File: config.mk
export PLATFORM = sky130hd
export DESIGN_NAME = uart_alu_frame_if
export DESIGN_NICKNAME = d
export VERILOG_FILES = /design/src/rtl/uart_alu_frame_if.sv
export SDC_FILE = /design/constraint.sdc
export NUM_CORES = 1
export LEC_CHECK = 0
export ABC_AREA = 1
export BUFFER_PORTS_ARGS = -buffer_cell sky130_fd_sc_hd__buf_2
export CORE_ASPECT_RATIO = 1.75
export CORE_MARGIN = 2
export CORE_UTILIZATION = 30
export DETAILED_ROUTE_END_ITERATION = 6
export PLACE_DENSITY = 0.5
export RECOVER_POWER = 25
export SLEW_MARGIN = 20
export SYNTH_ARGS = -nofsm -noshare
export SYNTH_HDL_FRONTEND = slang
export SYNTH_SLANG_ARGS = --single-unit
File: constraint.sdc
create_clock -name i_clk -period 2.6 [get_ports i_clk]
set_clock_uncertainty 0.05 [all_clocks]
set_input_delay 0.13 -clock i_clk [delete_from_list [all_inputs] [get_ports i_clk]]
set_output_delay 0.13 -clock i_clk [all_outputs]
set_load 0.05 [all_outputs]
File: src/rtl/uart_alu_frame_if.sv
// Framed bridge: opcode + multi-byte A/B from UART RX into a combinational ALU, result back out over UART TX LSB first.
// Latency: last operand byte at edge N -> EXEC in N+1 -> o_tx_start in N+2; one TX byte per i_tx_done handshake.
// Backpressure: none on RX (bytes outside RX states are dropped); TX waits on i_tx_done. Option: UART_ALU_FRAME_CHECKSUM_EN.
module uart_alu_frame_if #(
    parameter int NB_DATA        = 8,
    parameter int NB_OPERAND     = 16,
    parameter int NB_ALU_OP      = 6,
    parameter int TIMEOUT_CYCLES = 50000
) (
    input  logic                  i_clk,
    input  logic                  i_rst_n,
    input  logic [NB_DATA-1:0]    i_rx_data,
    input  logic                  i_rx_done,
    input  logic                  i_tx_done,
    input  logic [NB_OPERAND-1:0] i_alu_res,
    output logic                  o_tx_start,
    output logic [NB_DATA-1:0]    o_tx_data,
    output logic [NB_ALU_OP-1:0]  o_alu_op,
    output logic [NB_OPERAND-1:0] o_alu_a,
    output logic [NB_OPERAND-1:0] o_alu_b,
    output logic                  o_busy,
    output logic                  o_frame_err
);

    localparam int NBYTES = NB_OPERAND / NB_DATA;
    localparam int CNT_W  = (NBYTES > 1) ? $clog2(NBYTES) : 1;
    localparam int TMO_W  = (TIMEOUT_CYCLES > 1) ? $clog2(TIMEOUT_CYCLES) : 1;
    localparam bit TMO_EN = (TIMEOUT_CYCLES > 0);
    localparam logic [CNT_W-1:0] CNT_LAST = CNT_W'(NBYTES - 1);
    localparam logic [TMO_W-1:0] TMO_LAST = TMO_W'((TIMEOUT_CYCLES > 0) ? TIMEOUT_CYCLES - 1 : 0);

    typedef enum logic [2:0] {
        IDLE    = 3'd0,
        RX_A    = 3'd1,
        RX_B    = 3'd2,
        RX_CHK  = 3'd3,
        EXEC    = 3'd4,
        TX_LOAD = 3'd5,
        TX_WAIT = 3'd6
    } state_t;

    state_t                  state_q, state_d;
    logic [CNT_W-1:0]        cnt_q, cnt_d;
    logic [TMO_W-1:0]        tmo_q, tmo_d;
    logic [NB_ALU_OP-1:0]    op_q, op_d;
    logic [NB_OPERAND-1:0]   a_q, a_d;
    logic [NB_OPERAND-1:0]   b_q, b_d;
    logic [NB_OPERAND-1:0]   res_q, res_d;
    logic                    err_q, err_d;
    logic                    rx_state;
    logic                    tmo_hit;
`ifdef UART_ALU_FRAME_CHECKSUM_EN
    logic [NB_DATA-1:0]      chk_q, chk_d;
`endif

    always_ff @(posedge i_clk or negedge i_rst_n) begin
        if (!i_rst_n) begin
            state_q <= IDLE;
            cnt_q   <= '0;
            tmo_q   <= '0;
            op_q    <= '0;
            a_q     <= '0;
            b_q     <= '0;
            res_q   <= '0;
            err_q   <= 1'b0;
`ifdef UART_ALU_FRAME_CHECKSUM_EN
            chk_q   <= '0;
`endif
        end else begin
            state_q <= state_d;
            cnt_q   <= cnt_d;
            tmo_q   <= tmo_d;
            op_q    <= op_d;
            a_q     <= a_d;
            b_q     <= b_d;
            res_q   <= res_d;
            err_q   <= err_d;
`ifdef UART_ALU_FRAME_CHECKSUM_EN
            chk_q   <= chk_d;
`endif
        end
    end

    always_comb begin
        state_d  = state_q;
        cnt_d    = cnt_q;
        op_d     = op_q;
        a_d      = a_q;
        b_d      = b_q;
        res_d    = res_q;
        err_d    = 1'b0;
        tmo_d    = '0;
`ifdef UART_ALU_FRAME_CHECKSUM_EN
        chk_d    = chk_q;
`endif
        rx_state = (state_q == RX_A) || (state_q == RX_B) || (state_q == RX_CHK);
        // A byte arriving on the expiry cycle keeps the frame alive.
        tmo_hit  = TMO_EN && rx_state && !i_rx_done && (tmo_q == TMO_LAST);
        if (TMO_EN && rx_state && !i_rx_done) begin
            tmo_d = tmo_q + 1'b1;
        end

        case (state_q)
            IDLE: begin
                if (i_rx_done) begin
                    op_d    = i_rx_data[NB_ALU_OP-1:0];
                    cnt_d   = '0;
                    state_d = RX_A;
`ifdef UART_ALU_FRAME_CHECKSUM_EN
                    chk_d   = i_rx_data;
`endif
                end
            end
            RX_A: begin
                if (i_rx_done) begin
                    for (int k = 0; k < NBYTES; k++) begin
                        if (cnt_q == CNT_W'(k)) a_d[k*NB_DATA +: NB_DATA] = i_rx_data;
                    end
`ifdef UART_ALU_FRAME_CHECKSUM_EN
                    chk_d = chk_q ^ i_rx_data;
`endif
                    if (cnt_q == CNT_LAST) begin
                        cnt_d   = '0;
                        state_d = RX_B;
                    end else begin
                        cnt_d = cnt_q + 1'b1;
                    end
                end
            end
            RX_B: begin
                if (i_rx_done) begin
                    for (int k = 0; k < NBYTES; k++) begin
                        if (cnt_q == CNT_W'(k)) b_d[k*NB_DATA +: NB_DATA] = i_rx_data;
                    end
`ifdef UART_ALU_FRAME_CHECKSUM_EN
                    chk_d = chk_q ^ i_rx_data;
`endif
                    if (cnt_q == CNT_LAST) begin
                        cnt_d   = '0;
`ifdef UART_ALU_FRAME_CHECKSUM_EN
                        state_d = RX_CHK;
`else
                        state_d = EXEC;
`endif
                    end else begin
                        cnt_d = cnt_q + 1'b1;
                    end
                end
            end
`ifdef UART_ALU_FRAME_CHECKSUM_EN
            RX_CHK: begin
                if (i_rx_done) begin
                    if ((chk_q ^ i_rx_data) == '0) begin
                        state_d = EXEC;
                    end else begin
                        // Preloading the counter to the last slot makes the NACK a single-byte reply.
                        err_d                 = 1'b1;
                        res_d                 = '0;
                        res_d[NB_DATA-1:0]    = '1;
                        cnt_d                 = CNT_LAST;
                        state_d               = TX_LOAD;
                    end
                end
            end
`endif
            EXEC: begin
                res_d   = i_alu_res;
                cnt_d   = '0;
                state_d = TX_LOAD;
            end
            TX_LOAD: begin
                state_d = TX_WAIT;
            end
            TX_WAIT: begin
                if (i_tx_done) begin
                    res_d = res_q >> NB_DATA;
                    if (cnt_q == CNT_LAST) begin
                        cnt_d   = '0;
                        state_d = IDLE;
                    end else begin
                        cnt_d   = cnt_q + 1'b1;
                        state_d = TX_LOAD;
                    end
                end
            end
            default: begin
                state_d = IDLE;
                cnt_d   = '0;
            end
        endcase

        if (tmo_hit) begin
            state_d = IDLE;
            cnt_d   = '0;
            tmo_d   = '0;
            err_d   = 1'b1;
        end
    end

    always_comb begin
        o_busy      = (state_q != IDLE);
        o_tx_start  = (state_q == TX_LOAD);
        o_tx_data   = res_q[NB_DATA-1:0];
        o_alu_op    = op_q;
        o_alu_a     = a_q;
        o_alu_b     = b_q;
        o_frame_err = err_q;
    end

endmodule

==> results.toml, run 1 <==
[detailed_routing]
drc = 0
wire_per_inst_um = 13.6
wl_mm = 8.38
vias = 2852
dr.pass1.iters = 4
vias_per_cell = 4.64
drt-initial-drc-count = 117
antenna_left = 0

[global_route]
track_usage = 0.144
grt_start_max_net_pins = 76
grt_overflow_total = 0
grt_pass1_wl_mm = 13.6
grt_antenna_before_repair = 0
first_global_vias = 2789

[timing]
tightest_slew_ns = 0.960
setup_viol = 0
rsz0062_at_grt = "false"
slew_headroom = 0.360
fmax_mhz = 565
hold_viol = 0
period_minus_slack_ns = 1.77
maxSlewViolCount = 0
finalCritPeriodShare = 0.681
setup_tns_ns = 0
holdWs_ns = 0.00750
setup_ws_ns = 0.829

[worst_setup_path]
critical_path.max_fanout = 7
crit_required_ns = 2.42
arrival_ns = 1.59
path_cells = "inv_1 > nand2_1 > nor2_1 > inv_1 > buf_2"
timing.critical_path.buf_inv = 3
worst_path_largest_cell_delay_ns = 0.57
crit_top_cell = "inv_1"
path_class = "reg2out"
cp_slowest_cell = "dfrtp_1"
crit_path_start_kind = "register"
crit_path_end_kind = "output port"
crit_family = "flip-flops"

[floorplan]
die_x_um = 84.3
ioPinCount = 77
row_count = 51
design.core.area_um2 = 11000
die_h_um = 144
die_area_um2 = 12200
start_util = 0.306

[clocking]
path_clk_slew_ns = 0.05
clk-insertion-delay-late_ns = 0.33
cts_made_buffers = 9
h-tree-depth = 3
cts_tree = "done"
clock-sinks = 75
cts.root.buffer_cell = "clkbuf_16"
clockBufferDepth = 2
post_cts_buffers = 0

[placement]
place_inst = 587
place_ws_ns = 0.902
port_buffers = 76
place_area_um2 = 3830
gp_congestion = 0.803
dp_hpwl_mm = 6.02

[power]
peakVddDrop_mv = 0.818
power_density_nw_per_um2 = 1350
p_leak_nw = 1.99
p_total_mw = 5.67

[cells_and_area]
area_growth_pct = 24.4
final_util = 0.381
n_antenna_cell = 0
nets = 506
final_area_um2 = 4210
drive_gt1_frac = 0.137
instances_no_fill = 614

[logic_synthesis]
synthesis.nets = 424
seq_area_frac_synth = 0.555
synthCells = 395
synthDistinctLibCells = 27
synth_area_um2 = 3380
ys_warn_count = 0
ys_ff_latch = 75
syn_avg_cell_area_um2 = 8.56

[outcome]
outcome = "finished clean"

[job]
drv_cap = 0

[hold_path]
hold_class = "in2reg"
## Yosys cell counts
cell type / count / share of area
nand2_2: 5 / 0.0092
buf_4: 9 / 0.020
dfrtp_1: 75 / 0.55
xor2_1: 7 / 0.018
nor2_2: 2 / 0.0037
buf_6: 1 / 0.0033
inv_2: 7 / 0.0078
ha_1: 1 / 0.0037
nor2_4: 2 / 0.0067
nor3_4: 1 / 0.0048
nand4_1: 3 / 0.0055
a31oi_1: 9 / 0.017
o21ai_0: 32 / 0.047
a21oi_1: 1 / 0.0015
nor2_1: 44 / 0.049
nand3_1: 25 / 0.037
nor3_2: 1 / 0.0030
o21ai_1: 16 / 0.024
nor3_1: 2 / 0.0030
nor3b_1: 2 / 0.0044
buf_2: 7 / 0.010
nand3_2: 1 / 0.0030
nand2_1: 102 / 0.11
inv_1: 37 / 0.041
clkbuf_1: 1 / 0.0011
a211oi_4: 1 / 0.0059
nand3b_1: 1 / 0.0022
## logic make-up after synthesis
group / share of synthesized area
fa+ha+maj: 0.00370
compound gates: 0.0951
simple gates: 0.245
buf+inv: 0.0836
xor+xnor: 0.0181
flops: 0.555
## metal layers
metal	track usage	part of all wire	up-vias	wire, um
li1	-	-	1410	-
met1	0.162	0.40	1354	3370
met2	0.251	0.52	76	4370
met3	0.0371	0.056	12	472
met4	0.0688	0.019	0	163
met5	0	0	-	0
## area by class of cell
| type | count | area [um2] |
|---|---|---|
| Timing Repair Buffer | 89 | 449 |
| Sequential cell | 75 | 1880 |
| Clock inverter | 4 | 72.6 |
| Tap cell | 132 | 165 |
| Inverter | 44 | 165 |
| Clock buffer | 12 | 256 |
| Fill cell | 1159 | 6830 |
| Multi-Input combinational cell | 258 | 1220 |
## state kept, by name (all words and copies together) (netlist names)
| signal | count |
|---|---|
| cnt_q | 1 |
| o_alu_a | 16 |
| o_alu_b | 16 |
| o_alu_op | 6 |
| o_frame_err | 1 |
| res_q | 16 |
| state_q | 3 |
| tmo_q | 16 |
## power breakdown
part / internal (mW) / switching [mW] / total [mW]
combinational: 0.482 / 1.94 / 2.42
sequential: 1.59 / 0.289 / 1.88
clock: 0.891 / 0.475 / 1.37
total: 2.97 / 2.70 / 5.67
## cell usage in the layout, fill, tap and decap left out, drive strengths merged, types with 2 or more instances in the layout
| cell type | synthesis | final |
|---|---|---|
| nand2 | 107 | 107 |
| dfrtp | 75 | 75 |
| clkbuf | 1 | 59 |
| nor2 | 48 | 48 |
| o21ai | 48 | 48 |
| inv | 44 | 44 |
| buf | 17 | 31 |
| nand3 | 26 | 26 |
| dlygate4sd3 | 0 | 11 |
| a31oi | 9 | 9 |
| xor2 | 7 | 7 |
| nor3 | 4 | 4 |
| nand4 | 3 | 3 |
| nor3b | 2 | 2 |
| bufinv | 0 | 2 |
## worst reg2reg max path: cells and delay by family, from the launching register on
| kind | cells | cell delay (ns) |
|---|---|---|
| AND/OR/NAND/NOR | 7 | 0.63 |
| buffers and inverters | 2 | 0.34 |
| flip-flops | 1 | 0.64 |
## final timing paths
path / cells after the start / from / slack [ns] / end
setup reg to reg: 9 / state_q[2]$_DFFE_PN0P_ / 0.88 / state_q[1]$_DFFE_PN0P_
setup / recovery: 5 / state_q[1]$_DFFE_PN0P_ / 0.83 / o_busy
min in group asynchronous: 2 / i_rst_n / 0.43 / o_alu_op[4]$_DFFE_PN0P_
hold / removal: 3 / i_alu_res[8] / 0.007 / res_q[8]$_DFFE_PN0P_
max in group asynchronous: 2 / i_rst_n / 1.45 / tmo_q[11]$_DFF_PN0_
hold reg to reg: 1 / tmo_q[0]$_DFF_PN0_ / 0.41 / tmo_q[0]$_DFF_PN0_
## what timing repair did
action | in CTS | in global routing
gates resized for setup | 0 | 0
endpoints found under the hold margin | 85 | 0
hold buffers | 11 | 0
Note: power is estimated with default switching activity, not from simulation.
==> run 2, diff against run 1 <==
--- a/config.mk
+++ b/config.mk
@@ -11,7 +11,7 @@
 export CORE_MARGIN = 2
 export CORE_UTILIZATION = 30
 export DETAILED_ROUTE_END_ITERATION = 6
-export PLACE_DENSITY = 0.5
+export PLACE_DENSITY = 0.52
 export RECOVER_POWER = 25
 export SLEW_MARGIN = 20
 export SYNTH_ARGS = -nofsm -noshare
==> constraint.sdc (replaced) <==
create_clock -name i_clk -period 1.5 [get_ports i_clk]
set_clock_uncertainty 0.05 [all_clocks]
set_input_delay 0.075 -clock i_clk [delete_from_list [all_inputs] [get_ports i_clk]]
set_output_delay 0.075 -clock i_clk [all_outputs]
set_load 0.05 [all_outputs]
==> run 2 against run 1 <==
The run now ends with negative setup slack left. Cell count increased by 6.2%. First-iteration DRC count increased by 13%. Non-clock buffer count increased by 40. Global-route usage increased by 0.58 points. Critical path depth increased by 2. Sequential cell count unchanged. Wire length increased by 6.1%. Total power increased by 81%. Setup slack got worse by 0.83 ns. Critical path type is now reg2reg.
==> results.toml, run 2 (same netlist as run 1, synthesis figures left out) <==
[timing]
rsz0062_at_grt = "true"
finalCritPeriodShare = 1.00
tightest_slew_ns = 0.832
holdWs_ns = 0.00943
setup_viol = 1
maxSlewViolCount = 0
slew_headroom = 0.445
fmax_mhz = 665
hold_viol = 0
period_minus_slack_ns = 1.50
setup_ws_ns = -0.00268

[cells_and_area]
final_common_cell = "nand2_1"
final_cell_mix = "97 x nand2_1, 73 x buf_2, 72 x dfrtp_1"
n_antenna_cell = 0
drive_gt1_frac = 0.325
area_growth_pct = 40.7
final_util = 0.431
final_area_um2 = 4760
nets = 546

[placement]
gp_congestion = 0.856
port_buffers = 76
place_area_um2 = 4040
dp_hpwl_mm = 6.42

[detailed_routing]
antenna_left = 0
wire_per_inst_um = 13.6
drc = 0
drt-initial-drc-count = 132
vias = 2982
wl_mm = 8.89
vias_per_cell = 4.57
dr.pass1.iters = 4

[clocking]
h-tree-depth = 3
cts.root.buffer_cell = "clkbuf_16"
clockBufferDepth = 2
clock-sinks = 75
cts_made_buffers = 9
path_clk_slew_ns = 0.06
clk-insertion-delay-late_ns = 0.33
cts_tree = "done"

[global_route]
grt_start_max_net_pins = 35
track_usage = 0.150
grt_antenna_before_repair = 0
grt_overflow_total = 0
grt_pass1_wl_mm = 14.2
first_global_vias = 2892

[worst_setup_path]
critical_path.max_fanout = 5
path_class = "reg2reg"
crit_path_start_kind = "register"
crit_path_end_kind = "register"
r2r_setup_slack_ns = -0.003
reg2regPathDepth = 7
reg2reg_from = "tmo_q[0]$_DFF_PN0_"
arrival_ns = 1.67
r2r-end = "tmo_q[10]$_DFF_PN0_"
crit_required_ns = 1.67

[floorplan]
design.core.area_um2 = 11000
die_h_um = 144
ioPinCount = 77
die_x_um = 84.3
die_area_um2 = 12200
row_count = 51
start_util = 0.306

[job]
drv_cap = 0

[hold_path]
min_delay_worst_endpoint = "o_alu_a[14]$_DFFE_PN0P_"
hold_depth = 3
hold_class = "in2reg"
hp-start = "i_rx_data[6]"

[power]
peakVddDrop_mv = 1.52
power_density_nw_per_um2 = 2160
p_leak_nw = 2.39

[outcome]
violations = "negative setup slack"
outcome = "finished with violations"
==> run 2: cell count changes in the layout (fill, tap and decap cells not counted), sizes merged <==
cell	delta
clkinvlp	-1
buf	+78
dlygate4sd3	+6
clkbuf	-44
bufinv	-1
==> run 2: final cells by class <==
type	instances	area (um2)
Sequential cell	75	1880
Clock buffer	12	267
Inverter	44	170
Tap cell	132	165
Fill cell	1086	6280
Multi-Input combinational cell	258	1330
Clock inverter	2	35.0
Timing Repair Buffer	129	908
==> run 2: layer usage <==
| metal | track usage | part of all wire | up-vias | wire [um] |
|---|---|---|---|---|
| met4 | 0.0688 | 0.021 | 0 | 184 |
| met3 | 0.0365 | 0.052 | 16 | 466 |
| li1 | - | - | 1490 | - |
| met5 | 0 | 0 | - | 0 |
| met2 | 0.265 | 0.54 | 83 | 4810 |
| met1 | 0.168 | 0.39 | 1393 | 3430 |
==> run 2: power breakdown <==
part / switching [mW] / internal (mW) / leakage [nW]
registers: 0.452 / 2.77 / 0.951
logic: 3.55 / 1.33 / 1.29
clock network: 0.775 / 1.40 / 0.151
total: 4.77 / 5.50 / 2.39
==> run 2: repair_timing <==
action | in CTS | in global routing
cloned | 0 | 1
setup endpoints to repair | 12 | 42
buffers inserted | 1 | 11
hold endpoints to repair | 46 | 0
hold buffers | 17 | 0
resized for setup | 13 | 31
pin swaps | 2 | 6
==> run 2: critical path, cell delays in order, from the launching register on <==
cell	delay (ns)
dfrtp_2	0.41
ha_4	0.18
nand2_2	0.08
nor3_4	0.27
buf_4	0.16
nand3_2	0.06
xor2_1	0.13
nor2_1	0.05
==> run 2: through the flow <==
step	TNS (ns)	power [mW]	worst slack (ns)	cells
floorplan	0	6.73	0.0807	395
global placement	0	7.77	0.0160	608
detailed placement	-0.286	7.83	-0.0490	608
CTS	0	10.2	0.00259	640
global route	-0.708	10.9	-0.0895	652
finish	-0.00268	10.3	-0.00268	652
==> run 2: worst max-delay path by stage <==
stage | from | to | slack, ns | cells past startpoint
2_1_floorplan | tmo_q[0]$_DFF_PN0_ | tmo_q[14]$_DFF_PN0_ | 0.08 | 8
3_3_place_gp | tmo_q[0]$_DFF_PN0_ | tmo_q[0]$_DFF_PN0_ | 0.02 | 8
3_5_place_dp | tmo_q[0]$_DFF_PN0_ | tmo_q[0]$_DFF_PN0_ | -0.05 | 8
4_1_cts | state_q[1]$_DFFE_PN0P_ | tmo_q[9]$_DFF_PN0_ | 0.003 | 7
5_1_grt | tmo_q[0]$_DFF_PN0_ | tmo_q[10]$_DFF_PN0_ | -0.09 | 7
6_report | tmo_q[0]$_DFF_PN0_ | tmo_q[10]$_DFF_PN0_ | -0.003 | 7
==> run 3, diff against run 2 <==
--- a/config.mk
+++ b/config.mk
@@ -10,9 +10,11 @@
 export CORE_ASPECT_RATIO = 1.75
 export CORE_MARGIN = 2
 export CORE_UTILIZATION = 30
+export CTS_BUF_LIST = sky130_fd_sc_hd__clkbuf_16
 export DETAILED_ROUTE_END_ITERATION = 6
 export PLACE_DENSITY = 0.52
 export RECOVER_POWER = 25
+export REMOVE_ABC_BUFFERS = 1
 export SLEW_MARGIN = 20
 export SYNTH_ARGS = -nofsm -noshare
 export SYNTH_HDL_FRONTEND = slang
==> run 3 against run 2 <==
The run still ends with negative setup slack left. Maximum frequency decreased by 1.4%. Clock power about the same. Total power is 2.2% higher. Non-clock buffer count is 12 higher. Count of clock-buffer cells in the layout down 3. Setup slack worse by 0.021 ns. Cell count grew 2.1%. Critical path type unchanged.
==> results.toml, run 3 (same netlist as run 1, synthesis figures left out) <==
[outcome]
outcome = "finished with violations"
violations = "negative setup slack"

[detailed_routing]
vias_per_cell = 4.56
wl_mm = 9.11
dr.pass1.iters = 4
vias = 3035
drt-initial-drc-count = 188
drc = 0
wire_per_inst_um = 13.7
antenna_left = 0

[placement]
gp_congestion = 0.898
place_ws_ns = -0.0412
port_buffers = 76
dp_hpwl_mm = 6.30
place_inst = 613

[timing]
setup_viol = 8
finalCritPeriodShare = 1.02
tightest_slew_ns = 0.875
fmax_mhz = 656
rsz0062_at_grt = "true"
slew_headroom = 0.416
period_minus_slack_ns = 1.52
holdWs_ns = 0.0126
setup_ws_ns = -0.0238
hold_viol = 0
maxSlewViolCount = 0

[global_route]
grt_start_max_net_pins = 36
first_global_vias = 2957
track_usage = 0.152
grt_use_met2 = 0.274
grt_overflow_total = 0
busiest_layer = "met2"
grt_antenna_before_repair = 0
grt_pass1_wl_mm = 14.3
met3_usage = 0.0337
grt_use_met1 = 0.166

[worst_setup_path]
arrival_ns = 1.70
r2r_setup_slack_ns = -0.02
path_cells = "nor3_4 > buf_6 > nand3_4 > buf_4 > nand3_1 > nand2_1"
crit_family = "simple AND/OR/NAND/NOR gates"
timing.critical_path.buf_inv = 2
cp_slowest_cell = "dfrtp_2"
critical_path.max_fanout = 7
r2r-end = "cnt_q$_DFFE_PN0P_"
crit_path_start_kind = "register"
crit_required_ns = 1.67
worst_path_largest_cell_delay_ns = 0.47
reg2regPathDepth = 6
path_class = "reg2reg"
reg2reg_from = "state_q[2]$_DFFE_PN0P_"
crit_path_end_kind = "register"

[job]
drv_cap = 0

[clocking]
clock-sinks = 75
cts.root.buffer_cell = "clkbuf_16"
clk-insertion-delay-late_ns = 0.34
path_clk_slew_ns = 0.06
clockBufferDepth = 2
h-tree-depth = 3
cts_made_buffers = 9
cts_tree = "done"

[floorplan]
die_area_um2 = 12200
design.core.area_um2 = 11000
row_count = 51
die_h_um = 144
start_util = 0.306
ioPinCount = 77
die_x_um = 84.3

[cells_and_area]
instances_no_fill = 666
n_antenna_cell = 0
drive_gt1_frac = 0.346
final_common_cell = "nand2_1"
final_util = 0.446
final_cell_mix = "97 x nand2_1, 73 x buf_2, 72 x dfrtp_1"
nets = 558
area_growth_pct = 45.5

[hold_path]
hp-start = "i_rx_data[5]"
hold_depth = 3
min_delay_worst_endpoint = "o_alu_a[5]$_DFFE_PN0P_"
hold_class = "in2reg"

[power]
p_comb_frac = 0.489
peakVddDrop_mv = 1.34
power_density_nw_per_um2 = 2130
p_clk_frac = 0.207
p_sw_mw = 4.97
intPower_mw = 5.53
p_leak_nw = 2.44
swShare = 0.473
pwr-share-seq = 0.304
## run 3: final cells by class
cell class	count	area, um2
Fill cell	1087	6120
Sequential cell	75	1880
Tap cell	132	165
Timing Repair Buffer	141	1010
Clock inverter	7	76.3
Clock buffer	9	225
Multi-Input combinational cell	258	1390
Inverter	44	173
## run 3: repair_timing
action	in CTS	in global routing
gates resized for setup	11	53
setup buffers	3	11
hold buffers	21	0
endpoints found under the hold margin	54	0
endpoints found under the setup margin	19	34
gates cloned	0	2
pin swaps	2	13
## run 3: worst register-to-register path, cell delays in order, from the launching register on
cell	delay [ns]
dfrtp_2	0.47
nor3_4	0.31
buf_6	0.15
nand3_4	0.11
buf_4	0.17
nand3_1	0.09
nand2_1	0.07
## run 3: metrics by stage
stage	cell area [um2]	total power [mW]	setup TNS, ns
detailed placement	4050	7.86	-0.266
finish	4920	10.5	-0.101
CTS	4610	10.2	-0.0316
global route	4920	11.1	-3.39
floorplan	3260	6.53	-2.06
global placement	4050	7.81	-0.197
## run 3: power groups by stage
stage | logic, mW | clock network [mW] | registers, mW
after detailed placement | 4.63 | 0 | 3.23
final | 5.13 | 2.17 | 3.20
after global routing | 5.53 | 2.31 | 3.30
after floorplan | 1.29 | 0 | 5.24
after global placement | 4.60 | 0 | 3.21
after CTS | 4.78 | 2.22 | 3.19
## run 3: worst max-delay path by stage
| stage | depth (start not counted) | slack, ns | endpoint | start |
|---|---|---|---|---|
| global route | 8 | -0.1 | tmo_q[14]$_DFF_PN0_ | tmo_q[0]$_DFF_PN0_ |
| CTS | 6 | -0.03 | o_busy | state_q[1]$_DFFE_PN0P_ |
| global placement | 8 | -0.03 | state_q[0]$_DFFE_PN0P_ | state_q[1]$_DFFE_PN0P_ |
| floorplan | 8 | -0.23 | state_q[1]$_DFFE_PN0P_ | state_q[2]$_DFFE_PN0P_ |
| finish | 6 | -0.02 | cnt_q$_DFFE_PN0P_ | state_q[2]$_DFFE_PN0P_ |
| detailed placement | 8 | -0.04 | tmo_q[1]$_DFF_PN0_ | tmo_q[0]$_DFF_PN0_ |
## run 3: per-layer routing
metal / part of all wire / up-vias / wire length, um
met2: 0.54 / 68 / 4950
met1: 0.40 / 1434 / 3640
met4: 0.021 / 0 / 188
met3: 0.036 / 12 / 325
li1: - / 1521 / -
met5: 0 / - / 0
